$ cat src/rtl/iic_pkg.sv
// Shared definitions for the iic_drv front end: arbiter states, direction
// constants and the driver clocking parameters reused by the top level.
package iic_pkg;

  typedef enum logic [2:0] {
    ST_IDLE,
    ST_LAUNCH,
    ST_BUSY,
    ST_WRWAIT,
    ST_RESP
  } arb_state_e;

  localparam logic IIC_RD = 1'b1;
  localparam logic IIC_WR = 1'b0;

  // iic_drv clocking: Scl4x runs at four times the SCL rate
  localparam int unsigned IIC_SYS_CLK_HZ = 50_000_000;
  localparam int unsigned IIC_SCL_HZ     = 250_000;
  localparam int unsigned IIC_SCL4X_HZ   = 4 * IIC_SCL_HZ;

  function automatic int unsigned cnt_width(input int unsigned a, input int unsigned b);
    int unsigned m;
    m = (a > b) ? a : b;
    return (m > 1) ? $clog2(m) : 1;
  endfunction

endpackage

$ cat src/rtl/rr_arb2.sv
// Two-way round-robin grant: on contention the requester not granted last wins.
module rr_arb2 (
  input  logic [1:0] req,
  input  logic       last_grant,
  output logic [1:0] gnt
);

  always_comb begin
    gnt = req;
    if (req == 2'b11) gnt = last_grant ? 2'b01 : 2'b10;
  end

endmodule

$ cat src/rtl/iic_arbiter.sv
// Shares one iic_drv between two requesters: round-robin grant, launch,
// completion/timeout detection and the EEPROM post-write idle period.
module iic_arbiter
  import iic_pkg::*;
#(
  parameter logic [6:0]  SLAVE_ADDR  = 7'h50,
  parameter logic        BIT_SEL     = 1'b1,
  parameter int unsigned WR_WAIT_CYC = 5000,
  parameter int unsigned TIMEOUT_CYC = 1000
) (
  input  logic        Clk,
  input  logic        Rst_n,
  input  logic        req0_valid,
  output logic        req0_ready,
  input  logic        req0_rh_wl,
  input  logic [15:0] req0_addr,
  input  logic [7:0]  req0_wdata,
  output logic        req0_done,
  output logic        req0_err,
  output logic [7:0]  req0_rdata,
  input  logic        req1_valid,
  output logic        req1_ready,
  input  logic        req1_rh_wl,
  input  logic [15:0] req1_addr,
  input  logic [7:0]  req1_wdata,
  output logic        req1_done,
  output logic        req1_err,
  output logic [7:0]  req1_rdata,
  output logic        iic_en,
  output logic [6:0]  iic_slave_addr,
  output logic        iic_bit_sel,
  output logic        iic_rh_wl,
  output logic [15:0] iic_dev_addr,
  output logic [7:0]  iic_write_data,
  input  logic        iic_done,
  input  logic [7:0]  iic_read_data
);

  localparam int unsigned CW = cnt_width(WR_WAIT_CYC, TIMEOUT_CYC);
  localparam logic [CW-1:0] WR_LAST = CW'(WR_WAIT_CYC - 1);
  localparam logic [CW-1:0] TO_LAST = CW'(TIMEOUT_CYC - 1);

  arb_state_e       state;
  logic             last_grant, owner, done_d, arb_last;
  logic [1:0]       req_v, gnt, ready_q, done_q, err_q;
  logic [1:0][7:0]  rdata_q;
  logic [CW-1:0]    to_cnt, wr_cnt;

  assign req_v = {req1_valid, req0_valid};
  // In RESP the owner becomes last_grant this edge, so arbitrate with it already
  assign arb_last = (state == ST_RESP) ? owner : last_grant;

  rr_arb2 u_arb (.req(req_v), .last_grant(arb_last), .gnt(gnt));

  always_ff @(posedge Clk) begin
    if (!Rst_n) begin
      state          <= ST_IDLE;
      last_grant     <= 1'b1;
      owner          <= 1'b0;
      ready_q        <= '0;
      done_q         <= '0;
      err_q          <= '0;
      rdata_q        <= '0;
      iic_en         <= 1'b0;
      iic_rh_wl      <= 1'b0;
      iic_dev_addr   <= '0;
      iic_write_data <= '0;
      done_d         <= 1'b0;
      to_cnt         <= '0;
      wr_cnt         <= '0;
    end else begin
      done_d <= iic_done;
      case (state)
        ST_IDLE: begin
          if (|(req_v & ready_q)) begin
            owner          <= ready_q[1];
            iic_rh_wl      <= ready_q[1] ? req1_rh_wl : req0_rh_wl;
            iic_dev_addr   <= ready_q[1] ? req1_addr  : req0_addr;
            iic_write_data <= ready_q[1] ? req1_wdata : req0_wdata;
            ready_q        <= '0;
            iic_en         <= 1'b1;
            state          <= ST_LAUNCH;
          end else begin
            ready_q <= gnt;
          end
        end
        ST_LAUNCH: begin
          iic_en <= 1'b0;
          to_cnt <= '0;
          state  <= ST_BUSY;
        end
        ST_BUSY: begin
          // Only a 0->1 transition seen while busy counts as completion
          if (iic_done && !done_d) begin
            if (iic_rh_wl == IIC_RD) begin
              rdata_q[owner] <= iic_read_data;
              done_q[owner]  <= 1'b1;
              state          <= ST_RESP;
            end else begin
              wr_cnt <= '0;
              state  <= ST_WRWAIT;
            end
          end else if (to_cnt == TO_LAST) begin
            rdata_q[owner] <= 8'h00;
            done_q[owner]  <= 1'b1;
            err_q[owner]   <= 1'b1;
            state          <= ST_RESP;
          end else begin
            to_cnt <= to_cnt + 1'b1;
          end
        end
        ST_WRWAIT: begin
          if (wr_cnt == WR_LAST) begin
            done_q[owner] <= 1'b1;
            state         <= ST_RESP;
          end else begin
            wr_cnt <= wr_cnt + 1'b1;
          end
        end
        ST_RESP: begin
          done_q     <= '0;
          err_q      <= '0;
          last_grant <= owner;
          ready_q    <= gnt;
          state      <= ST_IDLE;
        end
        default: state <= ST_IDLE;
      endcase
    end
  end

  assign req0_ready     = ready_q[0];
  assign req1_ready     = ready_q[1];
  assign req0_done      = done_q[0];
  assign req1_done      = done_q[1];
  assign req0_err       = err_q[0];
  assign req1_err       = err_q[1];
  assign req0_rdata     = rdata_q[0];
  assign req1_rdata     = rdata_q[1];
  assign iic_slave_addr = SLAVE_ADDR;
  assign iic_bit_sel    = BIT_SEL;

endmodule

$ cat config.mk
export PLATFORM = sky130hd
export DESIGN_NAME = iic_arbiter
export DESIGN_NICKNAME = d
export VERILOG_FILES = /design/src/rtl/iic_pkg.sv /design/src/rtl/rr_arb2.sv /design/src/rtl/iic_arbiter.sv
export SDC_FILE = /design/constraint.sdc
export NUM_CORES = 1
export LEC_CHECK = 0
export ABC_AREA = 0
export CAP_MARGIN = 40
export CORE_MARGIN = 4
export CORE_UTILIZATION = 60
export DETAILED_ROUTE_END_ITERATION = 6
export DONT_BUFFER_PORTS = 1
export MAX_ROUTING_LAYER = met4
export PLACE_DENSITY = 0.76
export SYNTH_ARGS = -nofsm -noshare
export SYNTH_HDL_FRONTEND = slang
export SYNTH_SLANG_ARGS = --single-unit
$ cat constraint.sdc
create_clock -name Clk -period 3.06 [get_ports Clk]
set_input_delay 0.306 -clock Clk [delete_from_list [all_inputs] [get_ports Clk]]
set_output_delay 0.306 -clock Clk [all_outputs]
set_load 0.005 [all_outputs]
==> results.ini <==
[die]
die_w_um = 87.4
boundaryPins = 119
coreArea_um2 = 6030
dieArea_um2 = 7630
start_util_pct = 62.7
rows = 28
die_h_um = 87.4

[clock_tree]
cts_num_sinks = 80
post_cts_buffers = 0
clkLatencyLatePin_ns = 0.35
clk_pin_slew_ns = 0.08
cts_made_buffers = 9
cts-htree-levels = 3
cts_tree = done
cts_buffer_depth = 2
clockRootBuffer = clkbuf_8

[pwr]
total_switching_power_uw = 698
power_frac_seq_pct = 50.2
cellInternalPower_mw = 1.75
vdd_drop_max_mv = 0.365
switching_share_pct = 28.6
pwr-share-comb_pct = 15.1
leakage_nw = 1.58
powerDensity_nw_per_um2 = 615
clkPwrFrac_pct = 34.7

[critical_path]
crit_required_ns = 3.34
cp_cell_sequence = or3b_1 -> nor3_2 -> nor2_1 -> or3b_1 -> a21boi_0
reg2reg_to = wr_cnt[1]
worstSetupPathType = flop to flop
max_stage_delay_ns = 0.55
arrival_ns = 2.65
reg2reg_setup_slack_ns = 0.69
crit_top_cell = or3b_1
worstRegToRegCells = 5
cpMaxStageDelayCell = or3b_1
cp-start-kind = flop
endpoint_kind = flop
r2r_start = state[1]
cp-endpoint = wr_cnt[1]
crit_start = state[1]
path_max_fanout = 12

[detailed_routing]
wire_per_inst_um = 16.3
drt-total-wl_um = 8160
viasPerCell = 5.99
vias = 2993
top_layer_used = met4
firstDrtPassIters = 4
drt_iter0_markers = 118
drtAntennaViolNets = 0
met1_length_um = 3480
route.detailed.drc = 0
dr_wl_met3_um = 674
route.met2.wl_um = 3900

[yosys]
yosysWarnings = 0
netlist_area_um2 = 3780
synth.avg_cell_area_um2 = 8.73
async_flop_share_pct = 0
yosys_most_used_dff = dfxtp_1
yosysUniqueCellTypes = 48
syn-instance-count = 433
synth-edff-count = 0
yosysSeqAreaShare_pct = 42.4
synth-seq-cells = 80

[timing]
setup_viol = 0
hold_violations = 0
slew_headroom_pct = 49.4
fmax_mhz = 422
post-route-min-period_ns = 2.37
fin_worst_skew_ns = 0.0125
worst_pin_slew_ns = 0.760
finalWorstSetupSlack_ns = 0.688
finalSetupTns_ns = 0
period_share_pct = 77.5
rsz0062_at_grt = no
report.final.slew_viol_count = 0

[hold_path]
hp-class = input pin to flop
min_from = iic_done
hold_path_depth = 1

[layout]
final_nets = 485
final_cell_mix = 80 x dfxtp_1, 54 x nand2_1, 42 x nor2_1, 30 x a21oi_1, 27 x mux2i_1
num-fill-cells = 522
layout-drive-gt1-share_pct = 6.82
layout_commonest_cell = dfxtp_1
fin_util_pct = 65.9
area_growth_pct = 5.10
antenna_cells = 0
instances_no_fill = 500

[global_route]
grt_overflow_total = 0
grt_pass1_wl_um = 13100
antenna_found_initial = 0
grt_use_total_pct = 22.1
grt_max_degree = 52
grt_pass1_vias = 2809

[place]
port_buffers = 0
dp_hpwl_um = 5810
dpl.cell_count = 483
gp_congestion = 0.879
dp_slack_ns = 0.762

[flow_run]
drv_cap = 0

[status]
run_status = finished, final reports clean

area by class of cell:
| class | instances | area, µm² | area share (%) |
|---|---|---|---|
| multi-input combinational | 320 | 2000 | 50.3 |
| sequential | 80 | 1600 | 40.3 |
| clock buffer | 10 | 128 | 3.21 |
| tap | 75 | 93.8 | 2.36 |
| clock inverter | 6 | 91.3 | 2.30 |
| timing repair buffer | 6 | 47.5 | 1.20 |
| inverter | 3 | 11.3 | 0.283 |
through the flow:
| stage | total power, mW | hold slack, ns | area, µm² |
|---|---|---|---|
| 2_1_floorplan | 1.57 | 0.428 | 3800 |
| 3_3_place_gp | 1.60 | 0.373 | 3740 |
| 3_5_place_dp | 1.62 | 0.376 | 3740 |
| 4_1_cts | 2.46 | 0.0585 | 3970 |
| 5_1_grt | 2.58 | 0.0504 | 3970 |
| 6_report | 2.44 | 0.0758 | 3970 |
synthesized netlist by cell type, drive strengths merged (5+ instances only):
cell | instances | area, µm²
dfxtp | 80 | 1600
a211oi | 8 | 70.1
a21oi | 31 | 159
o21ai | 12 | 60.1
mux2i | 27 | 270
nand2 | 54 | 203
xnor2 | 6 | 52.6
nor2 | 43 | 178
clkbuf | 15 | 56.3
buf | 21 | 144
o211a | 21 | 210
nor3 | 16 | 85.1
or3 | 5 | 31.3
nand3 | 19 | 95.1
and4 | 5 | 43.8
xor2 | 10 | 87.6
nor2b | 8 | 50.1
power groups by stage:
stage	clock network (mW)	logic [mW]	registers, mW
after floorplan	0	0.357	1.21
after CTS	0.868	0.369	1.23
final	0.849	0.368	1.23
after global placement	0	0.356	1.25
after detailed placement	0	0.367	1.25
after global routing	0.922	0.419	1.24
worst min-delay path by stage:
stage | to | slack, ns
final | done_d | 0.08
after global routing | iic_write_data[2] | 0.05
after CTS | iic_write_data[3] | 0.06
after detailed placement | last_grant | 0.38
after global placement | last_grant | 0.37
after floorplan | done_d | 0.43
state kept, by name (all words and copies together), names as in the netlist:
signal          cells
done_q              2
err_q               2
owner               1
req0_rdata          8
state               3
iic_write_data      8
last_grant          1
iic_en              1
iic_dev_addr       16
wr_cnt             13
done_d              1
req1_rdata          8
to_cnt             13
iic_rh_wl           1
ready_q             2
layer usage:
metal / track usage (%) / up-vias
met1: 27.2 / 1383
li1: - / 1488
met5: - / -
met3: 6.43 / 13
met4: 7.95 / 0
met2: 34.5 / 109
timing repair:
action,CTS,global route
resized for setup,0,0
hold buffers,1,0
endpoints found under the hold margin,1,0
critical path, delay by kind of cell (launching register included):
family	cells	cell delay, ns
flops	1	0.54
simple gates	4	1.60
compound gates	1	0.16
kinds of logic (layout without fill, tap and decap cells):
family	after synthesis	after routing	share of synthesized area, %
buffers and inverters	39	25	5.59
AND/OR/NAND/NOR	174	174	22.6
adder cells (fa/ha/maj)	2	2	0.662
other	2	8	0.199
AO/OA/AOI/OAI	93	93	17.7
flip-flops	80	80	42.4
multiplexers	27	27	7.15
XOR/XNOR	16	16	3.71
No activity file was read; power rests on OpenSTA's default activity.
